File: src/rtl/countdown_ctrl.sv
// Countdown timer sequencer: owns the user preset, drives load/enable of the external
// seconds counter, detects expiry and generates the alarm and display blink enable.
module countdown_ctrl #(
  parameter int BITS_NUM       = 14,
  parameter int MAX_VALUE      = 9999,
  parameter int DEFAULT_PRESET = 60,
  parameter int STEP           = 1,
  parameter int BLINK_TICKS    = 5,
  parameter int ALARM_TICKS    = 50
) (
  input  logic                CLK,
  input  logic                CLR,
  input  logic                CE,
  input  logic                TICK,
  input  logic                KEY_START,
  input  logic                KEY_RESET,
  input  logic                KEY_INC,
  input  logic                KEY_DEC,
  input  logic                CNT_ZERO,
  output logic [BITS_NUM-1:0] PRESET,
  output logic                CNT_LOAD,
  output logic                CNT_CE,
  output logic                ALARM,
  output logic                DISP_ON,
  output logic [2:0]          STATE
);

  typedef enum logic [2:0] {
    IDLE  = 3'd0,
    RUN   = 3'd1,
    PAUSE = 3'd2,
    DONE  = 3'd3
  } state_t;

  localparam int BLINK_W = $clog2(BLINK_TICKS + 1);
  localparam int ALARM_W = $clog2(ALARM_TICKS + 1);
  localparam logic [BITS_NUM-1:0] MAX_P  = BITS_NUM'(MAX_VALUE);
  localparam logic [BITS_NUM-1:0] STEP_P = BITS_NUM'(STEP);
  localparam logic [BITS_NUM-1:0] DEF_P  = BITS_NUM'(DEFAULT_PRESET);

  state_t               state;
  state_t               next_state;
  logic [BLINK_W-1:0]   blink_cnt;
  logic [ALARM_W-1:0]   alarm_cnt;
  logic                 start_ok;
  logic                 alarm_expire;
  logic                 blink_wrap;
  logic                 entering;
  logic                 blinking;

  assign start_ok     = KEY_START && (PRESET != '0);
  assign alarm_expire = TICK && (alarm_cnt == ALARM_W'(ALARM_TICKS - 1));
  assign blink_wrap   = blink_cnt == BLINK_W'(BLINK_TICKS - 1);
  assign entering     = next_state != state;
  assign blinking     = (state == PAUSE) || (state == DONE);
  assign STATE        = state;

  always_ff @(posedge CLK) begin
    if (CLR)
      state <= IDLE;
    else if (CE)
      state <= next_state;
  end

  always_comb begin
    next_state = IDLE;
    case (state)
      IDLE:    next_state = start_ok ? RUN : IDLE;
      RUN: begin
        if (CNT_ZERO)       next_state = DONE;
        else if (KEY_RESET) next_state = IDLE;
        else if (KEY_START) next_state = PAUSE;
        else                next_state = RUN;
      end
      PAUSE: begin
        if (KEY_RESET)      next_state = IDLE;
        else if (KEY_START) next_state = RUN;
        else                next_state = PAUSE;
      end
      DONE:    next_state = (KEY_START || KEY_RESET || alarm_expire) ? IDLE : DONE;
      default: next_state = IDLE;
    endcase
  end

  // While idle the counter continuously mirrors PRESET so a start always counts from it
  always_comb begin
    CNT_LOAD = 1'b0;
    CNT_CE   = 1'b0;
    if (CE) begin
      case (state)
        IDLE:    CNT_LOAD = 1'b1;
        RUN:     CNT_CE   = TICK && !CNT_ZERO;
        default: ;
      endcase
    end
  end

  always_ff @(posedge CLK) begin
    if (CLR)
      PRESET <= DEF_P;
    else if (CE && (state == IDLE) && !start_ok && (KEY_INC ^ KEY_DEC)) begin
      if (KEY_INC)
        PRESET <= (PRESET > MAX_P - STEP_P) ? MAX_P : PRESET + STEP_P;
      else
        PRESET <= (PRESET < STEP_P) ? '0 : PRESET - STEP_P;
    end
  end

  // Any state entry restarts the blink phase with the display lit
  always_ff @(posedge CLK) begin
    if (CLR) begin
      ALARM     <= 1'b0;
      DISP_ON   <= 1'b1;
      blink_cnt <= '0;
      alarm_cnt <= '0;
    end else if (CE) begin
      ALARM <= next_state == DONE;
      if (entering || !blinking) begin
        DISP_ON   <= 1'b1;
        blink_cnt <= '0;
      end else if (TICK) begin
        if (blink_wrap) begin
          blink_cnt <= '0;
          DISP_ON   <= !DISP_ON;
        end else begin
          blink_cnt <= blink_cnt + BLINK_W'(1);
        end
      end
      if (entering)
        alarm_cnt <= '0;
      else if ((state == DONE) && TICK)
        alarm_cnt <= alarm_cnt + ALARM_W'(1);
    end
  end

endmodule
File: config.mk
export PLATFORM = sky130hd
export DESIGN_NAME = countdown_ctrl
export DESIGN_NICKNAME = d
export VERILOG_FILES = /design/src/rtl/countdown_ctrl.sv
export SDC_FILE = /design/constraint.sdc
export NUM_CORES = 1
export LEC_CHECK = 0
export CORE_MARGIN = 1
export CORE_UTILIZATION = 58
export DETAILED_ROUTE_END_ITERATION = 10
export HOLD_SLACK_MARGIN = 0.15
export PLACE_DENSITY_LB_ADDON = 0.08
export REMOVE_ABC_BUFFERS = 1
export SETUP_SLACK_MARGIN = 0.3
export SLEW_MARGIN = 0
export SYNTH_ARGS = -nofsm -noshare
export SYNTH_HDL_FRONTEND = slang
export SYNTH_SLANG_ARGS = --single-unit
File: constraint.sdc
create_clock -name CLK -period 5.2 [get_ports CLK]
set_clock_uncertainty 0.2 [all_clocks]
set_input_delay 0.78 -clock CLK [delete_from_list [all_inputs] [get_ports CLK]]
set_output_delay 0.78 -clock CLK [all_outputs]
set_load 0.02 [all_outputs]
==> run summary <==
The critical path in this run is classified as flip-flop to flip-flop. The final count of negative-setup-slack endpoints was 0. The clock tree root buffer cell is sky130_fd_sc_hd__clkbuf_4.

The flip-flop and latch count after synthesis is 27, and the total number of vias is 2139. The count of nets left with antenna violations once routing finished came out at 0. Biggest fanout along the worst timing path: 16.

Max-cap violations in this run came to 0. The run gives 0.294 as the combined global-route utilization of all metal layers. After clock tree synthesis, the clock-pin slew on the worst setup and hold paths is 0.15 ns.

Broken down by cell family, the worst path's largest delay share belongs to simple AND/OR/NAND/NOR gates. Wires add up to 5250 microns. The synthesized instance count is 269, and the post-route worst hold slack is 0.316 ns.

The actual transition at the worst max-transition pin is 1.15 ns. For this block, the initial DRC count from the detailed router was 147. The reg-to-reg startpoint was PRESET[0]. Endpoint type of the worst setup path: a flip-flop. In this run the power density over the cells is 170 nW/um^2. The period utilization is 0.653. The slowest stage of the critical path belongs to the cell sky130_fd_sc_hd__or4_1. For the number of max-slew violations in the final report, the log shows 0. Setup repair after global routing left no endpoint under its margin. Headroom to the max-slew limit: 0.226. The most used flip-flop cell after synthesis is sky130_fd_sc_hd__dfxtp_1. The number of buffers inserted during clock tree synthesis was 3. The clock network latency to the later pin of the worst-skew pair was 0.33 ns; the core region area was 3340 sq um.

The min-delay analysis places its worst path in the category flip-flop to flip-flop. The die is 61.0 microns wide. The synthesis-to-layout area growth was 13.7%. In this run the worst setup path begins at PRESET[0]. The run gives 0 as the DRC violation count after routing.

The mapped netlist covers 2020 sq um. For this run, the top clock speed supported by timing is 295 MHz. Number of endpoints with negative hold slack in the final report: 0. The count of buffer and inverter cells on the critical path came out at 1.

The flow ran to the end, and the final reports show no timing, DRC or antenna violations. The clock net in this run drives a total of 27 sinks. TritonCTS built the clock tree. For this design the static power due to leakage is 0.764 nW.

The number of synthesized flops with an enable pin was 0. In this run, post-CTS repair resized a total of 0 instances. The number of setup buffers added after CTS is 0. The number of hold buffers added after CTS was 0. Maximum level of the CTS H-tree: 1. Row generation in the floorplan step produced 21 rows. The share of synthesized registers carrying an async set or reset is 0. Area of all sequential standard cells: 541 sq um. The worst hold path begins at ALARM. Synthesis instantiated 57 different standard cells from the library. For the final setup TNS, the log shows 0 ns. The critical path goes through inv_1 > ha_1 > or3b_1 > or4_1 > a211o_4 > a2111oi_0 > a2111oi_1. Data on the critical path arrives at its endpoint at 3.39 ns. The maximum cell stage delay along the critical path works out to 0.76 ns.

During synthesis, Yosys emitted a total of 0 warnings. The logs give 1712 for the number of global-route vias before repair and 0 for the leftover overflow at the end of global routing. The tools report the floorplan die area as 3710 sq um.

The boundary pin count was 30; the worst path required time was 5.20 ns. The first-pass GRT wire length is 8190 microns. The longest clock path from root to sink contains 2 buffers. The post-route minimum period was 3.39 ns; the vertical die dimension was 61.0 microns. The detail-routed via count per cell was 6.50; the HPWL after detailed placement was 3740 microns. The initial core utilization was 0.604; the layout net count was 300. STA classifies the critical path startpoint as a flip-flop. The maximum vdd drop is 0.184 mV, and the routability congestion estimate is 0.896.

The count of inserted antenna diode cells came out at 0. The detailed-router iteration count before antenna repair was 5; the register area share after synthesis was 0.268. Synthesized area per cell: 7.49 sq um. The largest net degree at the start of global routing is 21, and the multi-input logic area is 1320 sq um.

The share of cells above drive strength 1 came out at 0.0212. The layout has 306 filler cells. The number of antenna violations at the first check in global routing was 0; the quantity of I/O buffers inserted on ports was 28. After detailed routing, the average wire length per cell comes to 16.0 microns.
[layout by cell type, fill, tap and decap left out, types with 4 or more instances in the layout]
cell / synthesis / final
sky130_fd_sc_hd__o21ai_1: 5 / 5
sky130_fd_sc_hd__a211oi_1: 5 / 5
sky130_fd_sc_hd__or4_1: 4 / 4
sky130_fd_sc_hd__and3_1: 4 / 4
sky130_fd_sc_hd__nor3_1: 18 / 18
sky130_fd_sc_hd__xor2_1: 5 / 5
sky130_fd_sc_hd__nand4_1: 6 / 6
sky130_fd_sc_hd__nand2_1: 14 / 14
sky130_fd_sc_hd__o21ai_0: 10 / 10
sky130_fd_sc_hd__clkdlybuf4s50_1: 0 / 28
sky130_fd_sc_hd__a311oi_1: 4 / 4
sky130_fd_sc_hd__inv_1: 17 / 17
sky130_fd_sc_hd__nor2_1: 29 / 29
sky130_fd_sc_hd__ha_1: 7 / 7
sky130_fd_sc_hd__a21oi_1: 15 / 15
sky130_fd_sc_hd__o31ai_1: 5 / 5
sky130_fd_sc_hd__dfxtp_1: 27 / 27
sky130_fd_sc_hd__a221oi_1: 5 / 5
sky130_fd_sc_hd__a31oi_1: 6 / 6
sky130_fd_sc_hd__nand3_1: 10 / 10
[worst min-delay path: cells and delay by family, from the launching register on]
family	cells	cell delay [ns]
AOI/OAI and AO/OA	1	0.06
DFF	1	0.35
and+or+nand+nor	1	0.07
[area by class of cell]
cell class	count	share of cell area
clock buffer	3	0.00983
clock inverter	1	0.00218
inverter	18	0.0295
multi-input combinational	206	0.575
sequential	27	0.236
tap	46	0.0251
timing repair buffer	28	0.122
[metal layers]
metal / up-vias / global-route usage / part of all wire
met5: - / 0 / 0
met4: 0 / 0.0779 / 0.011
met3: 6 / 0.0533 / 0.082
met2: 91 / 0.436 / 0.44
met1: 1005 / 0.434 / 0.47
li1: 1037 / - / -
[sequential cells by signal, indices dropped and copies added (netlist names)]
register and cells:
blink_cnt 3, STATE 2, ALARM 1, DISP_ON 1, PRESET 14, alarm_cnt 6
[worst paths after layout]
check                                 end  slack, ns  cells past startpoint
worst min-delay path                ALARM       0.32                      2
worst min register to register      ALARM       0.32                      2
worst max-delay path            PRESET[6]       1.81                      7
worst max register to register  PRESET[6]       1.81                      7
[where the power goes]
part	switching (mW)	internal [mW]	leakage, nW	total (mW)
logic	0.0457	0.0302	0.528	0.0759
registers	0.00888	0.211	0.219	0.220
clock network	0.0656	0.0289	0.0177	0.0946
total	0.120	0.270	0.764	0.390
[cell families after synthesis]
family,count (synthesis),synth area share
muxes,3,0.0149
xor gates and xnor gates,8,0.0348
other,1,0.00186
and+or+nand+nor,108,0.277
DFF,27,0.268
AOI/OAI and AO/OA,79,0.281
buffers and inverters,36,0.0782
adders and majority gates,7,0.0434
[stage by stage]
stage / power [mW] / setup slack (ns) / utilization / cells / area, sq um
after floorplan: 0.265 / 2.17 / - / 251 / 1930
after global placement: 0.298 / 1.87 / 0.678 / 325 / 2260
after detailed placement: 0.299 / 1.83 / 0.678 / 325 / 2260
after CTS: 0.393 / 1.83 / 0.687 / 329 / 2290
after global routing: 0.410 / 1.67 / 0.687 / 329 / 2290
final: 0.390 / 1.81 / 0.687 / 329 / 2290
[synthesized netlist by cell type, types with 3 or more instances]
cell type | n | area share
sky130_fd_sc_hd__a211oi_1 | 5 | 0.019
sky130_fd_sc_hd__a21oi_1 | 15 | 0.037
sky130_fd_sc_hd__a221oi_1 | 5 | 0.022
sky130_fd_sc_hd__a22oi_1 | 3 | 0.011
sky130_fd_sc_hd__a311oi_1 | 4 | 0.017
sky130_fd_sc_hd__a31oi_1 | 6 | 0.019
sky130_fd_sc_hd__and3_1 | 4 | 0.012
sky130_fd_sc_hd__buf_2 | 3 | 0.0074
sky130_fd_sc_hd__clkbuf_1 | 12 | 0.022
sky130_fd_sc_hd__dfxtp_1 | 27 | 0.27
sky130_fd_sc_hd__ha_1 | 7 | 0.043
sky130_fd_sc_hd__inv_1 | 17 | 0.032
sky130_fd_sc_hd__mux2i_1 | 3 | 0.015
sky130_fd_sc_hd__nand2_1 | 14 | 0.026
sky130_fd_sc_hd__nand2b_1 | 3 | 0.0093
sky130_fd_sc_hd__nand3_1 | 10 | 0.025
sky130_fd_sc_hd__nand4_1 | 6 | 0.019
sky130_fd_sc_hd__nor2_1 | 29 | 0.054
sky130_fd_sc_hd__nor3_1 | 18 | 0.045
sky130_fd_sc_hd__nor3b_1 | 3 | 0.011
sky130_fd_sc_hd__nor4_1 | 3 | 0.0093
sky130_fd_sc_hd__o211ai_1 | 3 | 0.011
sky130_fd_sc_hd__o21ai_0 | 10 | 0.025
sky130_fd_sc_hd__o21ai_1 | 5 | 0.012
sky130_fd_sc_hd__o31ai_1 | 5 | 0.019
sky130_fd_sc_hd__o41ai_1 | 3 | 0.013
sky130_fd_sc_hd__or3_1 | 3 | 0.0093
sky130_fd_sc_hd__or4_1 | 4 | 0.015
sky130_fd_sc_hd__xnor2_1 | 3 | 0.013
sky130_fd_sc_hd__xor2_1 | 5 | 0.022
Note: power is estimated with default switching activity, not from simulation.
